`src/rtl/ped_ctrl_pkg.sv`:
```
// Shared definitions for the pedestrian crossing controller: phase encoding,
// default phase durations and the lamp bundle used by the output decode.
package ped_ctrl_pkg;

  // Phase encoding, shared with the display and LED-matrix blocks.
  localparam logic [1:0] PH_STOP  = 2'd0;
  localparam logic [1:0] PH_CLEAR = 2'd1;
  localparam logic [1:0] PH_WALK  = 2'd2;

  // Default durations and thresholds, in 1 Hz ticks.
  localparam int unsigned STOP_T_DEF  = 10;
  localparam int unsigned CLEAR_T_DEF = 2;
  localparam int unsigned WALK_T_DEF  = 15;
  localparam int unsigned YEL_T_DEF   = 2;
  localparam int unsigned QUICK_T_DEF = 5;

  // Pedestrian lamp bundle; exactly one field is high at any time.
  typedef struct packed {
    logic red;
    logic yellow;
    logic green;
  } lamp_t;

  // Fixed STOP -> CLEAR -> WALK -> STOP ordering. The unused code 3 falls
  // back to STOP so a corrupted state recovers on its next advance.
  function automatic logic [1:0] next_phase(input logic [1:0] ph);
    logic [1:0] nxt;
    case (ph)
      PH_STOP:  nxt = PH_CLEAR;
      PH_CLEAR: nxt = PH_WALK;
      default:  nxt = PH_STOP;
    endcase
    return nxt;
  endfunction

endpackage

```
`src/rtl/ped_phase_ctrl_timer.sv`:
```
// Phase countdown: 4-bit counter that loads a phase duration and decrements
// on enabled ticks, stopping at 1. expire flags an enabled tick seen at 1.
module phase_timer #(
  parameter logic [3:0] RST_VAL = 4'd10
) (
  input  logic       clk,
  input  logic       rst,
  input  logic       load,
  input  logic [3:0] load_val,
  input  logic       en,
  output logic [3:0] cnt,
  output logic       expire
);

  logic [3:0] cnt_q;
  logic [3:0] cnt_d;

  // Load wins over decrement; the count never drops below 1 so it cannot wrap.
  always_comb begin
    cnt_d = cnt_q;
    if (load) begin
      cnt_d = load_val;
    end else if (en && (cnt_q > 4'd1)) begin
      cnt_d = cnt_q - 4'd1;
    end
  end

  // Count register with synchronous active-low reset.
  always_ff @(posedge clk) begin
    if (!rst) begin
      cnt_q <= RST_VAL;
    end else begin
      cnt_q <= cnt_d;
    end
  end

  assign cnt    = cnt_q;
  assign expire = (cnt_q == 4'd1) & en;

endmodule

```
`src/rtl/ped_phase_ctrl.sv`:
```
// Pedestrian phase sequencer: STOP -> CLEAR -> WALK cycle, request latch and
// combinational decode of the countdown, lamps and LED-matrix selects.
module ped_phase_ctrl
  import ped_ctrl_pkg::*;
#(
  parameter int unsigned STOP_T  = STOP_T_DEF,
  parameter int unsigned CLEAR_T = CLEAR_T_DEF,
  parameter int unsigned WALK_T  = WALK_T_DEF,
  parameter int unsigned YEL_T   = YEL_T_DEF,
  parameter int unsigned QUICK_T = QUICK_T_DEF
) (
  input  logic       clk,
  input  logic       rst,
  input  logic       tick,
  input  logic       pause,
  input  logic       change_state,
  input  logic       ped_req,
  output logic [3:0] second,
  output logic [1:0] phase,
  output logic       red,
  output logic       yellow,
  output logic       green,
  output logic       quick,
  output logic       pattern,
  output logic       req_pending
);

  localparam logic [3:0] STOP_V  = 4'(STOP_T);
  localparam logic [3:0] CLEAR_V = 4'(CLEAR_T);
  localparam logic [3:0] WALK_V  = 4'(WALK_T);
  localparam logic [3:0] YEL_V   = 4'(YEL_T);
  localparam logic [3:0] QUICK_V = 4'(QUICK_T);

  logic [1:0] state_q, state_d;
  logic       req_q, req_d;
  logic       qtick;
  logic       force_adv;
  logic       load;
  logic [3:0] load_val;
  logic [3:0] cnt;
  logic       expire;
  logic       in_walk;
  lamp_t      lamps;

  function automatic logic [3:0] phase_dur(input logic [1:0] ph);
    logic [3:0] d;
    case (ph)
      PH_CLEAR: d = CLEAR_V;
      PH_WALK:  d = WALK_V;
      default:  d = STOP_V;
    endcase
    return d;
  endfunction

  // pause freezes both the countdown and forced advances.
  assign qtick     = tick & ~pause;
  assign force_adv = change_state & ~pause;

  phase_timer #(
    .RST_VAL (STOP_V)
  ) u_timer (
    .clk      (clk),
    .rst      (rst),
    .load     (load),
    .load_val (load_val),
    .en       (qtick),
    .cnt      (cnt),
    .expire   (expire)
  );

  // Next phase: forced advance beats expiry; STOP only leaves on a request
  // that was already latched before the expiring tick.
  always_comb begin
    state_d = state_q;
    load    = 1'b0;
    if (force_adv) begin
      state_d = next_phase(state_q);
      load    = 1'b1;
    end else if (expire) begin
      if ((state_q != PH_STOP) || req_q) begin
        state_d = next_phase(state_q);
        load    = 1'b1;
      end
    end
    load_val = phase_dur(state_d);
  end

  // Request latch: cleared on WALK entry, set by the button outside WALK.
  always_comb begin
    req_d = req_q;
    if ((state_d == PH_WALK) && (state_q != PH_WALK)) begin
      req_d = 1'b0;
    end else if (ped_req && (state_q != PH_WALK)) begin
      req_d = 1'b1;
    end
  end

  // Phase and request registers with synchronous active-low reset.
  always_ff @(posedge clk) begin
    if (!rst) begin
      state_q <= PH_STOP;
      req_q   <= 1'b0;
    end else begin
      state_q <= state_d;
      req_q   <= req_d;
    end
  end

  // Output decode, purely from the registered phase and count.
  always_comb begin
    in_walk      = (state_q == PH_WALK);
    lamps.red    = ~in_walk;
    lamps.green  = in_walk & (cnt > YEL_V);
    lamps.yellow = in_walk & (cnt <= YEL_V);
  end

  assign red         = lamps.red;
  assign yellow      = lamps.yellow;
  assign green       = lamps.green;
  assign quick       = in_walk & (cnt <= QUICK_V);
  assign pattern     = in_walk;
  assign second      = in_walk ? cnt : 4'd0;
  assign phase       = state_q;
  assign req_pending = req_q;

endmodule

```
`config.mk`:
```
export PLATFORM = sky130hd
export DESIGN_NAME = ped_phase_ctrl
export DESIGN_NICKNAME = d
export VERILOG_FILES = /design/src/rtl/ped_ctrl_pkg.sv /design/src/rtl/ped_phase_ctrl_timer.sv /design/src/rtl/ped_phase_ctrl.sv
export SDC_FILE = /design/constraint.sdc
export NUM_CORES = 1
export LEC_CHECK = 0
export BUFFER_PORTS_ARGS = -buffer_cell sky130_fd_sc_hd__buf_4
export CAP_MARGIN = 15
export CORE_MARGIN = 10
export CORE_UTILIZATION = 38
export CTS_BUF_LIST = sky130_fd_sc_hd__clkbuf_16
export CTS_CLUSTER_SIZE = 24
export DETAILED_ROUTE_END_ITERATION = 8
export SKIP_CTS_REPAIR_TIMING = 1
export SYNTH_ARGS = -nofsm -noshare
export SYNTH_HDL_FRONTEND = slang
export SYNTH_HIERARCHICAL = 1
export SYNTH_SLANG_ARGS = --single-unit
```
`constraint.sdc`:
```
create_clock -name clk -period 2.23 [get_ports clk]
set_input_delay 0.1115 -clock clk [delete_from_list [all_inputs] [get_ports clk]]
set_output_delay 0.1115 -clock clk [all_outputs]
set_load 0.05 [all_outputs]
```
-- Yosys cells after proc, flatten, opt, wreduce, memory -nomap -nowiden
Cells that the tools add are included.
- order comparisons: 4
- mux-type cells: 11
- equal/unequal tests: 6
- reduce and logical (&&, ||, !) cells: 8
- $add $sub $neg: 1
- bitwise operators: 9
- operators by type and width (cell ; number):
    two-way mux 4 bit ; 3
    case mux 4 bit (2 select lines) ; 1
    bitwise AND 1 bit ; 6
    two-way mux 2 bit ; 3
    == test 2 x 1 -> 1 bit (second input constant) ; 2
    == test 2 bit (second input constant) ; 2
    == test 4 x 1 -> 1 bit (second input constant) ; 1
    > comparator 4 x 1 -> 1 bit (second input constant) ; 1
    > comparator 4 x 2 -> 1 bit (second input constant) ; 1
    <= comparator 4 x 2 -> 1 bit (second input constant) ; 1
    <= comparator 4 x 3 -> 1 bit (second input constant) ; 1
    case mux 2 bit (2 select lines) ; 1
    nonzero test 2 bit ; 2
    subtractor 4 x 1 -> 4 bit (second input constant) ; 1
    logical AND 1 bit ; 3
    two-way mux 1 bit ; 3
    NOT 1 bit ; 3
    logical NOT 2 bit ; 1
    != test 2 bit (second input constant) ; 1
    OR reduction 2 bit ; 1
    logical OR 1 bit ; 1
- input port bits: 6
- output and inout bits: 12
- bits in registers: 7

-- Logic depth before layout (Yosys ltp)
- depth after elaboration: 8
- mapped depth: 10

-- Hierarchy
Netlist, hierarchy kept.
- by module, submodules not included (module ; cells each ; instances ; area an instance (µm²)):
    phase_timer ; 33 ; 1 ; 281.5
    ped_phase_ctrl ; 32 ; 1 ; 239.0

-- Least setup slack after synthesis
Ideal clock, no wire load.
- path type: register -> output
- from: register state_q[1] (netlist: phase[1])
- to: output quick
- cell stages (with the launch flop): 4
- arrival: 2.174 ns
- path slack: -0.056 ns
- data required time: 2.118 ns
- path buffers: 1
- cell sequence: dfxtp_1 > nand2b_1 > buf_4 > a211oi_1
- cells in the longest elaborated chain, start to end: 2
- RTL lines (what ; line ; text):
    from (decl) ; ped_phase_ctrl.sv:34 ; logic [1:0] state_q, state_d;
    from (signal assigned) ; ped_phase_ctrl.sv:104 ; state_q <= state_d;
    == test 2 bit ; ped_phase_ctrl.sv:111 ; in_walk = (state_q == PH_WALK);
    bitwise AND 1 bit ; ped_phase_ctrl.sv:120 ; assign quick = in_walk & (cnt <= QUICK_V);
    to (decl) ; ped_phase_ctrl.sv:23 ; output logic quick,
No other way between the ends.

-- Worst setup path after layout
- from: register u_timer.cnt_q[0] (netlist: u_timer/cnt[0])
- to: register u_timer.cnt_q[1] (netlist: u_timer/cnt[1])
- cells in the longest elaborated chain, start to end: 5
- RTL lines (what ; line ; text):
    from (decl) ; ped_phase_ctrl_timer.sv:15 ; logic [3:0] cnt_q;
    from (signal assigned) ; ped_phase_ctrl_timer.sv:33 ; cnt_q <= cnt_d;
    == test 4 x 1 -> 1 bit * ; ped_phase_ctrl_timer.sv:38 ; assign expire = (cnt_q == 4'd1) & en;
    bitwise AND 1 bit * ; ped_phase_ctrl_timer.sv:38 ;
    named net expire ; ped_phase_ctrl.sv:41 ; logic expire;
    two-way mux 1 bit * ; ped_phase_ctrl.sv:79 ; end else if (expire) begin
    two-way mux 1 bit * ; ped_phase_ctrl.sv:76 ; if (force_adv) begin
    named net load ; ped_phase_ctrl.sv:38 ; logic load;
    two-way mux 4 bit or nonzero test 2 bit (tied branches) ; - ;
Mark *: on every way through the listed nets, which the timed path passes. The rest lies on a longest branch. The select of a mux whose other input is x is not followed.
A chain may end at the register's enable or synchronous reset.

==> metrics.md <==
| Metric | Value |
|---|---|
| H-tree depth | `1` |
| Worst Hold Class | `primary input to flop` |
| Cell Rows | `13` |
| Sequential share of power | `27.2%` |
| Max-cap check violation count | `0` |
| Final Max Tran Viols | `0` |
| Sw frac | `26.03%` |
| IO Port Bufs | `17` |
| Startpoint types | `flop` |
| Commonest cells after routing, fill and taps aside | `buf_4 (20), dfxtp_1 (7), nor2_1 (5)` |
| Worst flop-to-flop path startpoint | `u_timer/cnt[0]` |
| Synthesized Nets | `73` |
| RD Place Congestion | `0.8677` |
| DR vias/cell | `5.676` |
| Clock Path Buffers | `2` |
| WL/cell | `15.43 µm` |
| Met3 Routed Length | `154 µm` |
| Hold path startpoint | `rst` |
| Syn. warnings | `6` |
| IO Pins | `18` |
| N_diodes | `0` |
| Global-route wire length before repair | `2546 µm` |
| Synth Instances | `65` |
| Final min period | `1956 ps` |
| Total negative slack | `0 ps` |
| Layout cells sized above 1 | `31.03%` |
| Internal power | `0.0004061 W` |
| Maximum VDD drop | `0.5643 mV` |
| Fill count | `117` |
| Final period util | `87.73%` |
| Cts bufs inserted | `3` |
| Share of total power in combinational logic | `17.0%` |
| Final Hold Viols | `0` |
| Initial antenna violation count | `0` |
| Clock Skew | `3.010 ps` |
| Metal1 wirelength | `684 µm` |
| P&R area growth vs syn | `46.39%` |
| Critical setup path kind | `flop to flop` |
| CTS tree | `yes` |
| Top Metal Used | `met4` |
| Arrival time at the worst endpoint | `2040 ps` |
| Post-route DRC violation count | `0` |
| R2R setup slack | `270 ps` |
| Reg2reg path depth | `9` |
| Power per cell area | `720.4 nW/µm²` |
| Total grt overflow | `0` |
| Distinct cells, synth | `32` |
| Post-layout util | `58.56%` |
| Met2 WL post-DR | `727 µm` |
| Clock latency on the worst-skew pair | `230 ps` |
| Overall die height | `57.01 µm` |
| Die X | `57.01 µm` |
| Worst r2r dst | `u_timer/cnt[1]` |
| Leakage | `0.3407 nW` |
| Reg clk slew, reported paths | `40 ps` |
| Fmax | `511.2 MHz` |
| Hold path depth | `2` |
| Worst path required time | `2320 ps` |
| Clock Power Share | `55.8%` |
| Pin count of the biggest net entering global routing | `12` |
| Total core area | `1301 µm²` |
| Status | `completed` |
| Vias in the first global route | `541` |
| Total die area | `3250 µm²` |
| Final-stage net count | `96` |
| Root buffer cell | `clkbuf_16` |
| Gr usage total | `9.695%` |
| Post-Syn Area | `520.5 µm²` |
| Final Routed Wirelength | `1574 µm` |
| Post-DP HPWL | `1104 µm` |
| Commonest non-fill, non-tap cell in the layout | `buf_4` |
| Final non-filler cell area | `762.0 µm²` |
| Initial Util | `40.00%` |
| RSZ-0062 raised after global routing | `false` |
| Crit end category | `flop` |
| Register area share after synthesis | `26.92%` |
| Drt first pass iters | `4` |
| Routed Antenna Nets | `0` |
| Critical Path Fanout Max | `11` |
| # setup viols final | `0` |
| Worst Hold End | `u_timer/cnt[3]` |
| Total number of vias | `579` |
| Pwr Total | `0.0005490 W` |
| Total clock sinks | `7` |
| Psw | `0.0001429 W` |
| Placed cell areas | `683.2 µm²` |
| Syn_area_per_cell | `8.008 µm²` |
| DR iter-0 viols | `18` |
| Yosys reg bits | `7` |
cell usage after synthesis:
cell / instances / area, µm²
nand2_1: 4 / 15.01
o211ai_1: 2 / 15.01
nor3_1: 1 / 5.000
nand3_1: 2 / 10.01
nand4_1: 1 / 6.260
a21oi_1: 2 / 10.01
o31a_1: 1 / 8.760
dfxtp_1: 7 / 140.1
o311ai_0: 3 / 26.28
nand3b_1: 1 / 7.510
a211oi_1: 3 / 22.52
a21boi_0: 2 / 15.01
ha_1: 2 / 25.02
o31ai_1: 2 / 15.01
o21a_1: 1 / 7.510
o311ai_1: 1 / 8.760
nand2b_1: 3 / 18.77
clkbuf_1: 1 / 3.750
nor2b_1: 3 / 18.77
buf_4: 1 / 7.510
nor4b_2: 1 / 15.01
nor2_1: 5 / 18.77
and3b_1: 1 / 8.760
inv_1: 2 / 7.510
and2_1: 4 / 25.02
or3b_1: 1 / 8.760
o311a_1: 1 / 10.01
inv_2: 2 / 7.510
a21boi_1: 1 / 7.510
or3_1: 1 / 6.260
nor3b_1: 2 / 15.01
conb_1: 1 / 3.750
layout make-up:
cell class | count | area [µm²] | area share (%)
Clock buffer | 3 | 75.07 | 9.852
Clock inverter | 1 | 3.754 | 0.4926
Inverter | 4 | 15.01 | 1.970
Multi-Input combinational cell | 52 | 359.1 | 47.13
Sequential cell | 7 | 140.1 | 18.39
Tap cell | 15 | 18.77 | 2.463
Timing Repair Buffer | 20 | 150.1 | 19.70
how the worst max path moves through the flow:
stage / startpoint / endpoint / slack, ps / cells past startpoint
2_1_floorplan: u_timer/cnt[0] / u_timer/cnt[1] / 340 / 9
3_3_place_gp: u_timer/cnt[1] / u_timer/cnt[3] / 380 / 9
3_5_place_dp: u_timer/cnt[1] / u_timer/cnt[3] / 370 / 9
4_1_cts: u_timer/cnt[0] / u_timer/cnt[1] / 330 / 9
5_1_grt: u_timer/cnt[0] / u_timer/cnt[1] / 140 / 9
6_report: u_timer/cnt[0] / u_timer/cnt[1] / 270 / 9
registers in the layout, indices dropped and copies added, names as in the netlist:
| signal | cells |
|---|---|
| u_timer/cnt | 4 |
| phase | 2 |
| req_pending | 1 |
power by group through the flow:
stage	registers [W]	logic (W)	clock network [W]
6_report	0.000149	0.0000933	0.000306
5_1_grt	0.000151	0.0000996	0.000319
4_1_cts	0.000149	0.0000920	0.000309
3_5_place_dp	0.000151	0.0000904	0
3_3_place_gp	0.000151	0.0000903	0
2_1_floorplan	0.000161	0.0000482	0
worst max-delay path: stages (launching register included):
cell      delay (ps)
dfxtp_1          470
ha_1             220
nand2_1           50
nor3_1           130
buf_4            160
o31ai_1           70
nand2_1          270
nor2_1           110
o311ai_0         160
o311ai_1         170
kinds of logic after synthesis:
logic type | Yosys count | share of synthesized area [%]
and+or+nand+nor | 30 | 34.37
AOI/OAI and AO/OA | 19 | 28.12
DFF | 7 | 26.92
buffers and inverters | 6 | 5.049
adders and majority gates | 2 | 4.807
other | 1 | 0.7205
layer usage:
metal / vias up / global-route usage (%)
met2: 22 / 14.73
met3: 2 / 5.973
li1: 284 / -
met1: 271 / 10.24
met4: 0 / 5.034
met5: - / 0
stage by stage:
stage          worst slack [ps]  std cells  hold WS [ps]
2_1_floorplan             338.5         65         185.4
3_3_place_gp              379.2         98         360.9
4_1_cts                   332.7        102         126.7
3_5_place_dp              367.4         98         358.1
6_report                  273.7        102         131.2
5_1_grt                   141.6        102         126.5
Power figures use the tool's default switching activity.
